===== src/rtl/load_store_unit.sv =====
// RV32I memory-access stage: byte/half/word loads and stores over a word-wide
// request/acknowledge bus, with alignment/funct3 checking and a bus timeout.
module load_store_unit #(
  parameter int unsigned TIMEOUT_CYCLES = 255
) (
  input  logic        clk,
  input  logic        rst_n,
  input  logic        start,
  input  logic        is_store,
  input  logic [2:0]  funct3,
  input  logic [31:0] addr,
  input  logic [31:0] store_data,
  output logic        busy,
  output logic        done,
  output logic [31:0] load_data,
  output logic        fault,
  output logic [1:0]  fault_cause,
  output logic        mem_req,
  output logic        mem_write,
  output logic [31:0] mem_addr,
  output logic [31:0] mem_wdata,
  output logic [3:0]  mem_byteen,
  input  logic        mem_ack,
  input  logic [31:0] mem_rdata
);

  typedef enum logic [1:0] {S_IDLE, S_BUS, S_RESP} state_t;

  localparam logic [31:0] TO_W = 32'(TIMEOUT_CYCLES);
  localparam logic [1:0] CAUSE_MISALIGN = 2'd1;
  localparam logic [1:0] CAUSE_ILLEGAL  = 2'd2;
  localparam logic [1:0] CAUSE_TIMEOUT  = 2'd3;

  state_t      state_q, state_d;
  logic [31:0] cnt_q, cnt_d;
  logic [2:0]  funct3_q, funct3_d;
  logic [1:0]  lane_q, lane_d;
  logic [31:0] load_data_q, load_data_d;
  logic        busy_q, busy_d;
  logic        done_q, done_d;
  logic        fault_q, fault_d;
  logic [1:0]  cause_q, cause_d;
  logic        mem_req_q, mem_req_d;
  logic        mem_write_q, mem_write_d;
  logic [31:0] mem_addr_q, mem_addr_d;
  logic [31:0] mem_wdata_q, mem_wdata_d;
  logic [3:0]  mem_byteen_q, mem_byteen_d;

  logic        illegal, misaligned;
  logic [31:0] shifted, extended;

  always_comb begin
    if (is_store) illegal = !(funct3 == 3'b000 || funct3 == 3'b001 || funct3 == 3'b010);
    else          illegal = (funct3 == 3'b011 || funct3 == 3'b110 || funct3 == 3'b111);
    misaligned = ((funct3[1:0] == 2'b01) && addr[0]) ||
                 ((funct3[1:0] == 2'b10) && (addr[1:0] != 2'b00));
  end

  always_comb begin
    shifted = mem_rdata >> {lane_q, 3'b000};
    case (funct3_q)
      3'b000:  extended = {{24{shifted[7]}}, shifted[7:0]};
      3'b001:  extended = {{16{shifted[15]}}, shifted[15:0]};
      3'b100:  extended = {24'd0, shifted[7:0]};
      3'b101:  extended = {16'd0, shifted[15:0]};
      default: extended = shifted;
    endcase
  end

  always_comb begin
    state_d      = state_q;
    cnt_d        = cnt_q;
    funct3_d     = funct3_q;
    lane_d       = lane_q;
    load_data_d  = load_data_q;
    fault_d      = 1'b0;
    cause_d      = 2'd0;
    mem_write_d  = mem_write_q;
    mem_addr_d   = mem_addr_q;
    mem_wdata_d  = mem_wdata_q;
    mem_byteen_d = mem_byteen_q;

    case (state_q)
      S_IDLE: begin
        if (start) begin
          funct3_d = funct3;
          lane_d   = addr[1:0];
          if (illegal || misaligned) begin
            state_d = S_RESP;
            fault_d = 1'b1;
            cause_d = illegal ? CAUSE_ILLEGAL : CAUSE_MISALIGN;
          end else begin
            state_d     = S_BUS;
            cnt_d       = '0;
            mem_write_d = is_store;
            mem_addr_d  = {addr[31:2], 2'b00};
            case (funct3[1:0])
              2'b00: begin
                mem_wdata_d  = {4{store_data[7:0]}};
                mem_byteen_d = 4'b0001 << addr[1:0];
              end
              2'b01: begin
                mem_wdata_d  = {2{store_data[15:0]}};
                mem_byteen_d = 4'b0011 << addr[1:0];
              end
              default: begin
                mem_wdata_d  = store_data;
                mem_byteen_d = 4'b1111;
              end
            endcase
            if (!is_store) mem_byteen_d = '0;
          end
        end
      end
      S_BUS: begin
        // Ack is checked before the timeout so a same-cycle ack still succeeds.
        if (mem_ack) begin
          state_d      = S_RESP;
          mem_write_d  = 1'b0;
          mem_byteen_d = '0;
          if (!mem_write_q) load_data_d = extended;
        end else if ((TIMEOUT_CYCLES != 0) && (cnt_q + 32'd1 == TO_W)) begin
          state_d      = S_RESP;
          fault_d      = 1'b1;
          cause_d      = CAUSE_TIMEOUT;
          mem_write_d  = 1'b0;
          mem_byteen_d = '0;
        end else begin
          cnt_d = cnt_q + 32'd1;
        end
      end
      default: state_d = S_IDLE;
    endcase

    busy_d    = (state_d != S_IDLE);
    done_d    = (state_d == S_RESP);
    mem_req_d = (state_d == S_BUS);
  end

  always_ff @(posedge clk) begin
    if (!rst_n) begin
      state_q      <= S_IDLE;
      cnt_q        <= '0;
      funct3_q     <= '0;
      lane_q       <= '0;
      load_data_q  <= '0;
      busy_q       <= 1'b0;
      done_q       <= 1'b0;
      fault_q      <= 1'b0;
      cause_q      <= '0;
      mem_req_q    <= 1'b0;
      mem_write_q  <= 1'b0;
      mem_addr_q   <= '0;
      mem_wdata_q  <= '0;
      mem_byteen_q <= '0;
    end else begin
      state_q      <= state_d;
      cnt_q        <= cnt_d;
      funct3_q     <= funct3_d;
      lane_q       <= lane_d;
      load_data_q  <= load_data_d;
      busy_q       <= busy_d;
      done_q       <= done_d;
      fault_q      <= fault_d;
      cause_q      <= cause_d;
      mem_req_q    <= mem_req_d;
      mem_write_q  <= mem_write_d;
      mem_addr_q   <= mem_addr_d;
      mem_wdata_q  <= mem_wdata_d;
      mem_byteen_q <= mem_byteen_d;
    end
  end

  assign busy        = busy_q;
  assign done        = done_q;
  assign load_data   = load_data_q;
  assign fault       = fault_q;
  assign fault_cause = cause_q;
  assign mem_req     = mem_req_q;
  assign mem_write   = mem_write_q;
  assign mem_addr    = mem_addr_q;
  assign mem_wdata   = mem_wdata_q;
  assign mem_byteen  = mem_byteen_q;

endmodule


===== config.mk =====
export PLATFORM = sky130hd
export DESIGN_NAME = load_store_unit
export DESIGN_NICKNAME = d
export VERILOG_FILES = /design/src/rtl/load_store_unit.sv
export SDC_FILE = /design/constraint.sdc
export NUM_CORES = 1
export LEC_CHECK = 0
export ABC_AREA = 1
export CAP_MARGIN = 20
export CELL_PAD_IN_SITES_DETAIL_PLACEMENT = 1
export CELL_PAD_IN_SITES_GLOBAL_PLACEMENT = 2
export CORE_MARGIN = 2
export CORE_UTILIZATION = 27
export DETAILED_ROUTE_END_ITERATION = 8
export PLACE_DENSITY_LB_ADDON = 0.1
export SLEW_MARGIN = 20
export SYNTH_ARGS = -nofsm -noshare
export SYNTH_HDL_FRONTEND = slang
export SYNTH_SLANG_ARGS = --single-unit

===== constraint.sdc =====
create_clock -name clk -period 3.5 [get_ports clk]
set_clock_uncertainty 0.05 [all_clocks]
set_input_delay 0.35 -clock clk [delete_from_list [all_inputs] [get_ports clk]]
set_output_delay 0.35 -clock clk [all_outputs]
set_load 0.01 [all_outputs]

==> reports/qor.csv <==
metric;value;unit
Root Driver;clkbuf_16;
Worst Max-Slew Pin Slew;0.713;ns
max cap viols;0;
largest net degree at the start of global routing;87;
Nets;1425;
Die Span Y;169;um
utilization after layout;0.385;
total number of vias;7759;
CP Capture Type;register;
Synth cell types;38;
r2r worst-path depth;16;
Critical path origin;cnt_q[4]$_SDFFE_PN0P_;
Mapped Avg Cell Area;6.50;sq um
Max IR drop VDD;0.000265;V
multi-input logic area;3810;sq um
slowest CP cell;dfxtp_1;
remaining global-route overflow;0;
slew margin rel.;0.523;
Stages on worst setup path;16;
Worst path top cell family by delay;simple AND/OR/NAND/NOR gates;
unrepaired setup endpoints after global routing;no;
routed vias/inst;4.64;
wire per inst;16.4;um
routed wire length on met2;13200;um
synthesized flop and latch total;144;
crit path buf inv count;1;
Tot GR Track Use;0.196;
clk_lat worst skew;0.43;ns
RR Startpoint;cnt_q[4]$_SDFFE_PN0P_;
cts repair resizes;0;
DRT Pass-1 Iters;4;
reg2reg setup slack;0.53;ns
uppermost layer routed;met4;
Synth top area share;0.391;
estimated wirelength of the detail-placed design;20100;um
Async S/R FF share, synth;0;
Synth Cell Area;7380;sq um
CP Class;reg2reg;
Total Neg Setup Slack;0;ns
1st-iter DRT viols;278;
Worst Setup EP;cnt_q[25]$_SDFFE_PN0P_;
Clock Path Buffers;2;
Die Wd;169;um
final cycle utilization of the critical path;0.850;
Final Max Slew Viols;0;
Sequential Area;2880;sq um
Main synth FF type;dfxtp_1;
Core Region;26900;sq um
Final Setup Violations;0;
Ys Warns;0;
Cell Rows;60;
PortBufs;208;
DRC;0;
outcome;completed;
fin crit period;2.97;ns
first-pass GRT wire length;44300;um
cell with the most instances after synthesis;nand2_1;
sequential area share after synthesis;0.391;
Post-synth EDFFs;0;
Die Area;28700;sq um
CTS Sinks;144;
cell taking the most area after synthesis;dfxtp_1;
Area growth syn-to-layout;40.5;%
Mapped Cells;1135;
PwrDens;466;nW/um^2
hold crit path type;in2reg;
met3 routed WL;1740;um
Worst setup SP type;register;
Num CTS Buffers;17;
vias in the first global route;8212;
Reg-to-Reg End;cnt_q[25]$_SDFFE_PN0P_;
GPL Wtd Cong;0.779;
commonest cells in the netlist;nand2_1 (251), nor2_1 (250), dfxtp_1 (144), o21ai_0 (122), inv_1 (106);
final wirelength;27500;um
postcts setup bufs;0;
Synth area leaders;dfxtp_1 (39%), nand2_1 (13%), nor2_1 (13%), o21ai_0 (8.3%), inv_1 (5.4%);
leak pwr;4.32;nW
CP required;3.77;ns
Ports;211;
crit-path cells;nand2_1 -> nor2_2 -> nand3_1 -> nor2_1 -> nor2_1 -> nor2_1 -> nand2_1 -> nor2_1 -> nand2_1 -> nor2_2 -> nand3_2 -> nand2_4 -> buf_12 -> nand2_1 -> nand2_1 -> nor2_1;
Final Hold Viols;0;
CTS tree;yes;
crit path max fanout;42;
hold-fix buffers at CTS;0;
layout filler cell count;3418;
layout cells sized above 1;0.0586;
Fmax achieved;0.336;GHz
clk slew on worst S/H paths;0.07;ns
htree depth;4;
Critical Path AT;3.25;ns
met1 wire length;12400;um
post-route ant nets;0;
Max stage delay on crit path;0.40;ns
initial antenna violation count;1;
effective utilization at floorplan;0.274;
==> registers in the layout, summed over array words and instances (netlist names) <==
signal and flops:
mem_req 1, fault_cause 2, lane_q 2, state_q 2
fault 1, mem_wdata 32, load_data 32, done 1
mem_byteen 4, cnt_q 32, mem_addr 30, busy 1
funct3_q 3, mem_write 1
==> power by group <==
group          total [mW]  leakage [nW]  internal (mW)  switching (mW)
registers            1.87          1.18           1.77          0.0990
logic               0.997          2.85          0.444           0.553
clock network        1.96         0.294           1.14           0.821
==> routing by layer <==
layer	vias to the layer above	global-route usage
met5	-	0
met4	0	0.0323
met3	11	0.0672
met2	123	0.341
met1	3614	0.238
li1	4011	-
==> logic make-up (layout without fill, tap and decap cells) <==
group | after synthesis | count (layout) | share of synthesized area
and+or+nand+nor | 568 | 568 | 0.310
xor gates and xnor gates | 6 | 6 | 0.00712
adders and majority gates | 2 | 2 | 0.00339
AOI/OAI and AO/OA | 238 | 238 | 0.185
DFF | 144 | 144 | 0.391
muxes | 7 | 7 | 0.00950
other | 1 | 3 | 0.000508
buffers and inverters | 169 | 364 | 0.0933
==> worst min path at each step <==
stage,from,end,cells after the start,slack (ns)
final,rst_n,cnt_q[1]$_SDFFE_PN0P_,3,0.39
after global placement,mem_addr[30]$_SDFFE_PN0P_,mem_addr[30]$_SDFFE_PN0P_,2,0.41
after global routing,rst_n,cnt_q[7]$_SDFFE_PN0P_,3,0.42
after detailed placement,funct3_q[2]$_SDFFE_PN0P_,funct3_q[2]$_SDFFE_PN0P_,2,0.42
after CTS,rst_n,cnt_q[9]$_SDFFE_PN0P_,3,0.38
after floorplan,funct3_q[2]$_SDFFE_PN0P_,funct3_q[2]$_SDFFE_PN0P_,2,0.39
==> placed cells by master (no fill, tap or decap), types with 2 or more instances in the layout <==
cell type,instances
nand3_1,38
nor3_1,3
buf_4,13
a22o_1,4
conb_1,2
a41oi_1,4
clkinvlp_4,2
inv_6,4
o21ai_0,122
a211oi_1,7
clkbuf_16,17
nand3_2,2
o211ai_1,23
clkdlybuf4s50_1,207
nand4_1,4
o21ai_1,3
mux2i_1,7
bufinv_16,3
a21oi_1,54
ha_1,2
inv_1,105
buf_12,2
nand2_2,4
o221a_2,7
nor2_1,250
nor2_2,6
inv_2,5
nor2_4,4
xor2_1,5
clkinv_2,2
nand2_1,251
inv_8,2
dfxtp_1,144
a31oi_1,13
==> area by class of cell <==
| cell class | count | share of cell area |
|---|---|---|
| tap | 341 | 0.0412 |
| sequential | 144 | 0.278 |
| antenna | 1 | 0.000242 |
| clock buffer | 17 | 0.0411 |
| inverter | 111 | 0.0402 |
| clock inverter | 14 | 0.0175 |
| multi-input combinational | 823 | 0.368 |
| timing repair buffer | 222 | 0.213 |
==> stage by stage <==
stage | area [sq um] | hold WS [ns] | power [mW] | setup WS [ns] | cells
after detailed placement | 9750 | 0.420 | 2.92 | 0.513 | 1641
after floorplan | 7380 | 0.394 | 2.44 | 1.28 | 1136
final | 10400 | 0.393 | 4.83 | 0.526 | 1673
after global placement | 9750 | 0.412 | 2.91 | 0.481 | 1641
after global routing | 10400 | 0.416 | 5.11 | 0.196 | 1672
after CTS | 10400 | 0.379 | 4.91 | 0.497 | 1672
==> worst min-delay path, delay by kind of cell <==
family                 cells  cell delay [ns]
buffers and inverters      1             0.27
AND/OR/NAND/NOR            2             0.17
Power figures use the tool's default switching activity.
